--- config.mk ---
export PLATFORM = sky130hd
export DESIGN_NAME = microcode_loader
export DESIGN_NICKNAME = d
export VERILOG_FILES = /design/src/rtl/microcode_loader.sv
export SDC_FILE = /design/constraint.sdc
export NUM_CORES = 1
export LEC_CHECK = 0
export ABC_AREA = 1
export BUFFER_PORTS_ARGS = -buffer_cell sky130_fd_sc_hd__buf_2
export CORE_MARGIN = 4
export CORE_UTILIZATION = 50
export CTS_CLUSTER_SIZE = 14
export DETAILED_ROUTE_END_ITERATION = 8
export GPL_TIMING_DRIVEN = 1
export HOLD_SLACK_MARGIN = 0.1
export PLACE_DENSITY = 0.88
export SYNTH_ARGS = -nofsm -noshare
export SYNTH_HDL_FRONTEND = slang
export SYNTH_SLANG_ARGS = --single-unit
--- constraint.sdc ---
create_clock -name clk -period 1.5 [get_ports clk]
set_input_delay 0.3 -clock clk [delete_from_list [all_inputs] [get_ports clk]]
set_output_delay 0.3 -clock clk [all_outputs]
set_load 0.01 [all_outputs]
--- src/rtl/microcode_loader.sv ---
// microcode_loader: streams bytes into little-endian words and writes them into the whole microcode store.
// Optional trailing checksum byte verification is enabled with LOADER_CHECKSUM_EN.
module microcode_loader #(
    parameter int ADDR_WIDTH     = 10,
    parameter int MICROCODE_SIZE = 24
) (
    input  logic                      clk,
    input  logic                      RESETn,
    input  logic                      start,
    input  logic                      src_valid,
    input  logic [7:0]                src_data,
    output logic                      src_ready,
    output logic [MICROCODE_SIZE-1:0] microcode,
    output logic [ADDR_WIDTH-1:0]     address,
    output logic                      eeprom_in,
    output logic                      eeprom_out,
    output logic                      RESET_counter,
    output logic                      busy,
    output logic                      done,
    output logic                      error
);
    localparam int BYTES = MICROCODE_SIZE / 8;
    localparam int IW = BYTES > 1 ? $clog2(BYTES) : 1;
    localparam logic [IW-1:0] LAST = IW'(BYTES - 1);
    localparam logic [ADDR_WIDTH-1:0] TOP = '1;

    typedef enum logic [2:0] {
        IDLE,
        COLLECT,
        WRITE,
`ifdef LOADER_CHECKSUM_EN
        CHECK,
`endif
        DONE,
        ERROR
    } state_t;

    state_t state, next;
    logic [IW-1:0] byte_idx;
    logic xfer, start_ok;

    assign xfer = src_valid && src_ready;
    assign start_ok = start && (state == IDLE || state == DONE || state == ERROR);

`ifdef LOADER_CHECKSUM_EN
    logic [7:0] checksum;
    assign src_ready = state == COLLECT || state == CHECK;
    assign busy = state == COLLECT || state == WRITE || state == CHECK;
    assign error = state == ERROR;
`else
    assign src_ready = state == COLLECT;
    assign busy = state == COLLECT || state == WRITE;
    assign error = 1'b0;
`endif
    assign eeprom_in = state == WRITE;
    assign eeprom_out = state == DONE;
    assign done = state == DONE;
    assign RESET_counter = state != DONE;

    always_ff @(posedge clk or negedge RESETn)
        if (!RESETn) state <= IDLE;
        else state <= next;

    always_comb begin
        next = state;
        case (state)
            IDLE, DONE, ERROR: next = start ? COLLECT : state;
            COLLECT: next = (xfer && byte_idx == LAST) ? WRITE : COLLECT;
`ifdef LOADER_CHECKSUM_EN
            WRITE: next = address == TOP ? CHECK : COLLECT;
            CHECK: next = xfer ? (src_data == checksum ? DONE : ERROR) : CHECK;
`else
            WRITE: next = address == TOP ? DONE : COLLECT;
`endif
            default: next = IDLE;
        endcase
    end

    always_ff @(posedge clk or negedge RESETn) begin
        if (!RESETn) begin
            address <= '0;
            microcode <= '0;
            byte_idx <= '0;
`ifdef LOADER_CHECKSUM_EN
            checksum <= '0;
`endif
        end else begin
            if (start_ok) begin
                address <= '0;
                byte_idx <= '0;
`ifdef LOADER_CHECKSUM_EN
                checksum <= '0;
`endif
            end
            if (state == COLLECT && xfer) begin
                for (int k = 0; k < BYTES; k++)
                    if (byte_idx == IW'(k)) microcode[8*k +: 8] <= src_data;
                byte_idx <= byte_idx == LAST ? '0 : byte_idx + IW'(1);
`ifdef LOADER_CHECKSUM_EN
                checksum <= checksum + src_data;
`endif
            end
            // the last address holds so the final word stays visible after the load
            if (state == WRITE && address != TOP) address <= address + ADDR_WIDTH'(1);
        end
    end
endmodule
==> impl_metrics.yaml, run 1 <==
global_route:
  grt_pass1_vias: 1463
  grt_util_met2_pct: 33.1
  grt_max_degree: 18
  antenna_found_initial: 0
  grt-ovfl-total: 0
  track_usage_pct: 20.0
  busiest_layer: "met2"
  grtUsageMet1_pct: 25.0
  grt_pass1_wl_mm: 6.67
  use_met3_pct: 6.63
finish:
  drive_gt1_share_pct: 32.9
  antennaDiodeCount: 0
  layout.nets: 273
  syn2layout_area_growth_pct: 29.9
  num-fill-cells: 275
floorplan:
  coreArea_sq_mm: 0.00315
  die_h_um: 66.4
  rows: 20
  die_w_um: 66.4
  start_util_pct: 54.1
  io_pins: 53
  dieArea_sq_mm: 0.00441
yosys:
  syn_inst: 193
  synthArstFlopShare_pct: 100
  synth_warnings: 0
  avgSynthCellArea_sq_um: 8.84
  synth_area_leader_cell: "dfrtp_1"
  synth_nets: 209
  synthTopCellsByArea: "dfrtp_1 (56%), nand2_1 (10%), o21ai_0 (7.9%)"
  synthFlopType: "dfrtp_1"
  ys_seq_elements: 38
  synth_edf_count: 0
  yosysTopAreaCellShare_pct: 55.8
  syn_area_sq_mm: 0.00171
  yosys-top-cells-count: "nand2_1 (46), dfrtp_1 (38), o21ai_0 (27), nand3_1 (23), inv_1 (22)"
  ys_seq_area_share_pct: 55.8
  synth_cell_types: 24
  synth_most_common_cell: "nand2_1"
sta:
  hold_slack_ns: 0.221
  clock-skew-final_ns: 0.00709
  rsz0062_at_grt: "yes"
  fin_crit_sh_pct: 103
  max_freq_mhz: 648
  hold_viol_final: 0
  finalSetupViolations: 4
  maxSlewViolCount: 0
  post-route-min-period_ns: 1.54
  finalWorstSetupSlack_ns: -0.0443
route:
  drtPass1Iterations: 4
  final_antenna_net_count: 0
  vias: 1479
  drc_errors: 0
  wl_mm: 3.87
  wl_per_cell_um: 12.8
  drtIter0Drc: 64
  via_per_inst: 4.90
min_path:
  hold_class: "in -> reg"
pwr:
  pwr_density_cell_mw_per_mm2: 1670
  ir_worst_vdd_v: 0.00108
  p_leak_nw: 1.19
clock_network:
  clk_pin_slew_ns: 0.11
  cts_tree: "built"
  clock_latency_ns: 0.35
  cts_max_level: 2
  cts_buffer_depth: 2
  cts-root-buf: "clkbuf_4"
  cts_buffers: 5
  cts_sinks: 38
worst_setup_path:
  endpoint_kind: "primary output"
  crit_chain: "buf_6 -> ha_2 -> inv_1 -> buf_2"
  cp_slowest_stage_delay_ns: 0.41
  worstPathBufferInverterCount: 3
  crit_required_ns: 1.20
  path_class: "reg -> out"
  crit_family: "flip-flops"
  crit_arrival_ns: 1.24
  cp_max_fo: 3
  start_kind: "flip-flop"
  slowest_stage: "dfrtp_1"
job:
  drv_cap: 0
status:
  violations: "negative setup slack"
  status: "complete, but fails checks"
place:
  dp_slack_ns: 0.0242
  hpwl_mm: 2.82
  portBuffers: 51
  place.gp.congestion: 0.774
-- worst paths after layout --
| check | from | endpoint | slack (ns) | cells after the start |
|---|---|---|---|---|
| max | state[0]$_DFFE_PN0P_ | RESET_counter | -0.04 | 4 |
| min | src_data[7] | microcode[15]$_DFFE_PN0P_ | 0.22 | 3 |
| max reg2reg | state[1]$_DFFE_PN0P_ | state[1]$_DFFE_PN0P_ | 0.04 | 5 |
| min reg2reg | microcode[1]$_DFFE_PN0P_ | microcode[1]$_DFFE_PN0P_ | 0.49 | 2 |
| max in group asynchronous | RESETn | microcode[6]$_DFFE_PN0P_ | 0.65 | 3 |
| min in group asynchronous | RESETn | address[5]$_DFFE_PN0P_ | 0.39 | 2 |
-- per-stage QoR --
step	power [mW]	setup TNS (ns)	instance area [sq um]	cells	util (%)
after global routing	4.03	-0.394	2210	302	70.2
after CTS	3.70	-0.191	2180	302	69.2
after global placement	2.93	0	2070	292	65.6
final	3.70	-0.116	2210	302	70.2
after detailed placement	3.00	0	2070	292	65.6
after floorplan	2.36	0	1710	193	-
-- layer usage --
layer / wire length, um / up-vias
li1: - / 742
met1: 1620 / 686
met2: 1910 / 44
met3: 294 / 7
met4: 43 / 0
met5: 0 / -
-- registers in the layout (all words and copies together) (netlist names) --
signal and flops:
byte_idx 2, microcode 24, state 2, address 10
-- report_power, final --
group          switching (mW)  total [mW]  internal [mW]
logic                   0.865        1.54          0.678
clock network           0.344       0.569          0.225
registers               0.210        1.59           1.38
-- timing repair --
item,CTS,global route
pin swaps,1,1
endpoints found under the setup margin,4,37
hold buffers,1,0
buffers inserted,1,0
gates resized for setup,8,9
endpoints found under the hold margin,13,0
-- kinds of logic (layout without fill, tap and decap cells) --
family                   count (synthesis)  after routing  synth area share, %
AND/OR/NAND/NOR                         83             83                 21.6
flip-flops                              38             38                 55.8
AO/OA/AOI/OAI                           35             35                 10.6
buffers and inverters                   29             94                 7.34
adder cells (fa/ha/maj)                  4              4                 2.93
XOR/XNOR                                 3              3                 1.54
other                                    1              1                0.220
-- area by class of cell --
cell class | instances | area, sq um | area share [%]
tap | 44 | 55.1 | 2.49
clock buffer | 6 | 51.3 | 2.32
sequential | 38 | 952 | 43.0
inverter | 22 | 82.6 | 3.73
multi-input combinational | 126 | 673 | 30.4
clock inverter | 2 | 12.5 | 0.565
timing repair buffer | 64 | 388 | 17.5
-- placed cells by master, fill, tap and decap left out, drive strengths merged, types with 3 or more instances in the layout --
cell type	count
nand2	47
buf	63
nor2	8
a21oi	3
dfrtp	38
inv	22
o21ai	30
nand3	24
clkbuf	6
ha	4
-- worst register-to-register path: cells and delay by family, from the launching register on --
kind	cells	cell delay [ns]
adder cells (fa/ha/maj)	1	0.28
flip-flops	1	0.47
AO/OA/AOI/OAI	1	0.14
buffers and inverters	1	0.04
AND/OR/NAND/NOR	2	0.48
No activity file was read; power rests on OpenSTA's default activity.
==> run 2, diff against run 1 <==
==> constraint.sdc (replaced) <==
create_clock -name clk -period 1.5 [get_ports clk]
set_input_delay 0.075 -clock clk [delete_from_list [all_inputs] [get_ports clk]]
set_output_delay 0.075 -clock clk [all_outputs]
set_load 0.01 [all_outputs]
==> impl_metrics.yaml, run 2 (synthesized netlist as in run 1, its figures left out) <==
global_route:
  grt-ovfl-total: 0
  antenna_found_initial: 0
  track_usage_pct: 20.8
  grt_pass1_wl_mm: 6.91
  grt_pass1_vias: 1548
  grt_max_degree: 39
worst_setup_path:
  cp_slowest_stage_delay_ns: 0.42
  r2r-end: "microcode[4]$_DFFE_PN0P_"
  endpoint_kind: "flip-flop"
  crit_family: "flip-flops"
  path_class: "reg -> reg"
  crit_chain: "buf_4 -> ha_1 -> nand2_1 -> inv_2 -> nand3_1 -> buf_6 -> nand2_1 -> o21ai_0"
  worst_path_most_repeated_cell: "nand2_1"
  worstPathBufferInverterCount: 3
  reg2reg_depth: 8
  crit_arrival_ns: 1.71
  r2r-start: "state[0]$_DFFE_PN0P_"
  cp_max_fo: 17
  crit_required_ns: 1.77
  start_kind: "flip-flop"
  reg2reg_setup_slack_ns: 0.05
  slowest_stage: "dfrtp_1"
sta:
  hold_viol_final: 0
  clock-skew-final_ns: 0.00859
  maxSlewViolCount: 0
  fin_crit_sh_pct: 96.4
  finalWorstSetupSlack_ns: 0.0547
  finalSetupViolations: 0
  rsz0062_at_grt: "yes"
  max_freq_mhz: 692
  post-route-min-period_ns: 1.45
floorplan:
  rows: 20
  dieArea_sq_mm: 0.00441
  start_util_pct: 54.1
  die_h_um: 66.4
  die_w_um: 66.4
  coreArea_sq_mm: 0.00315
  io_pins: 53
pwr:
  switching_share_pct: 35.8
  totalPowerFinal_mw: 4.11
  combPwrFrac_pct: 38.7
  pwr_density_cell_mw_per_mm2: 1740
  p_int_mw: 2.64
  clock_power_share_pct: 22.2
  ir_worst_vdd_v: 0.00108
  power_frac_seq_pct: 39.1
  switchingPower_mw: 1.47
  p_leak_nw: 1.26
finish:
  reg_top3: "microcode (24), address (10)"
  num-fill-cells: 226
  largest_reg_flops: 24
  regMostFlops: "microcode"
  layout.nets: 286
  antennaDiodeCount: 0
  fin_area_sq_mm: 0.00236
  layout.area.seq_sq_um: 951
  layout_commonest_cell: "buf_2"
  drive_gt1_share_pct: 32.1
  syn2layout_area_growth_pct: 38.6
  multi_input_area_sq_um: 676
  layout_common_cells: "buf_2 (52), nand2_1 (46), dfrtp_1 (38), o21ai_0 (22), nand3_1 (21)"
clock_network:
  cts_max_level: 2
  cts_buffers: 5
  clk_pin_slew_ns: 0.11
  cts_buffer_depth: 2
  clock_latency_ns: 0.35
  cts_tree: "built"
  cts-root-buf: "clkbuf_4"
  cts_sinks: 38
route:
  final_antenna_net_count: 0
  drtPass1Iterations: 4
  wl_per_cell_um: 13.8
  vias: 1588
  wl_mm: 4.36
  via_per_inst: 5.04
  drtIter0Drc: 140
  drc_errors: 0
min_path:
  holdPathEnd: "state[1]$_DFFE_PN0P_"
  hp-start: "start"
  hold_class: "in -> reg"
  worstHoldPathCells: 4
status:
  status: "complete, no violations"
place:
  dp_slack_ns: -0.0260
  portBuffers: 51
  place.gp.congestion: 0.776
  placed_cell_area_sq_mm: 0.00205
  hpwl_mm: 2.72
job:
  drv_cap: 0
## run 2: cell types whose count changed in the layout (fill, tap and decap cells not counted), moves of 3 or more
cell,delta
dlygate4sd3_1,+9
o21ai_1,+4
buf_2,+3
o21ai_0,-4
## run 2: routing by layer
layer / up-vias / track usage [%] / part of all wire, %
met5: - / 0 / 0
met4: 0 / 6.35 / 0.87
met3: 5 / 7.82 / 7.3
met2: 64 / 34.2 / 49
met1: 747 / 25.3 / 43
li1: 772 / - / -
## run 2: cell type report
cell class,count,area share (%)
clock buffer,6,2.17
tap,44,2.33
clock inverter,2,2.54
sequential,38,40.2
multi-input combinational,126,28.6
timing repair buffer,77,20.6
inverter,22,3.49
## run 2: worst max-delay path by stage
stage | start | end | slack, ns | cells after the start
2_1_floorplan | state[1]$_DFFE_PN0P_ | microcode[19]$_DFFE_PN0P_ | 0.03 | 8
3_3_place_gp | state[0]$_DFFE_PN0P_ | state[1]$_DFFE_PN0P_ | 0.11 | 6
3_5_place_dp | state[0]$_DFFE_PN0P_ | state[1]$_DFFE_PN0P_ | -0.03 | 6
4_1_cts | state[0]$_DFFE_PN0P_ | state[1]$_DFFE_PN0P_ | 0.02 | 6
5_1_grt | address[1]$_DFFE_PN0P_ | address[4]$_DFFE_PN0P_ | -0.03 | 8
6_report | state[0]$_DFFE_PN0P_ | microcode[4]$_DFFE_PN0P_ | 0.05 | 8
## run 2: repair_timing
item                       in CTS  in global routing
cloned                          0                  2
hold buffers                   10                  0
buffers inserted                3                  1
gates resized for setup         1                 20
pin swaps                       0                  2
setup endpoints to repair       1                 36
hold endpoints to repair       64                  0
## run 2: worst reg2reg max path, stage by stage (launching register included)
cell and delay [ns]:
dfrtp_1 0.42, buf_4 0.14, ha_1 0.22, nand2_1 0.10, inv_2 0.06, nand3_1 0.10
buf_6 0.18, nand2_1 0.07, o21ai_0 0.08
## run 2: power by group through the flow
stage / Clock (mW) / Combinational (mW) / Sequential, mW
CTS: 0.925 / 1.48 / 1.58
finish: 0.913 / 1.59 / 1.61
detailed placement: 0 / 1.40 / 1.59
global route: 0.976 / 1.78 / 1.66
global placement: 0 / 1.33 / 1.59
floorplan: 0 / 0.613 / 1.75
## run 2: per-stage QoR
stage	hold slack, ns	utilization (%)	TNS [ns]	instances
after global routing	0.128	75.0	-0.233	315
final	0.133	75.0	0	315
after global placement	0.145	65.0	0	291
after detailed placement	0.161	65.0	-0.0260	291
after floorplan	-0.221	-	0	193
after CTS	0.110	72.5	0	312
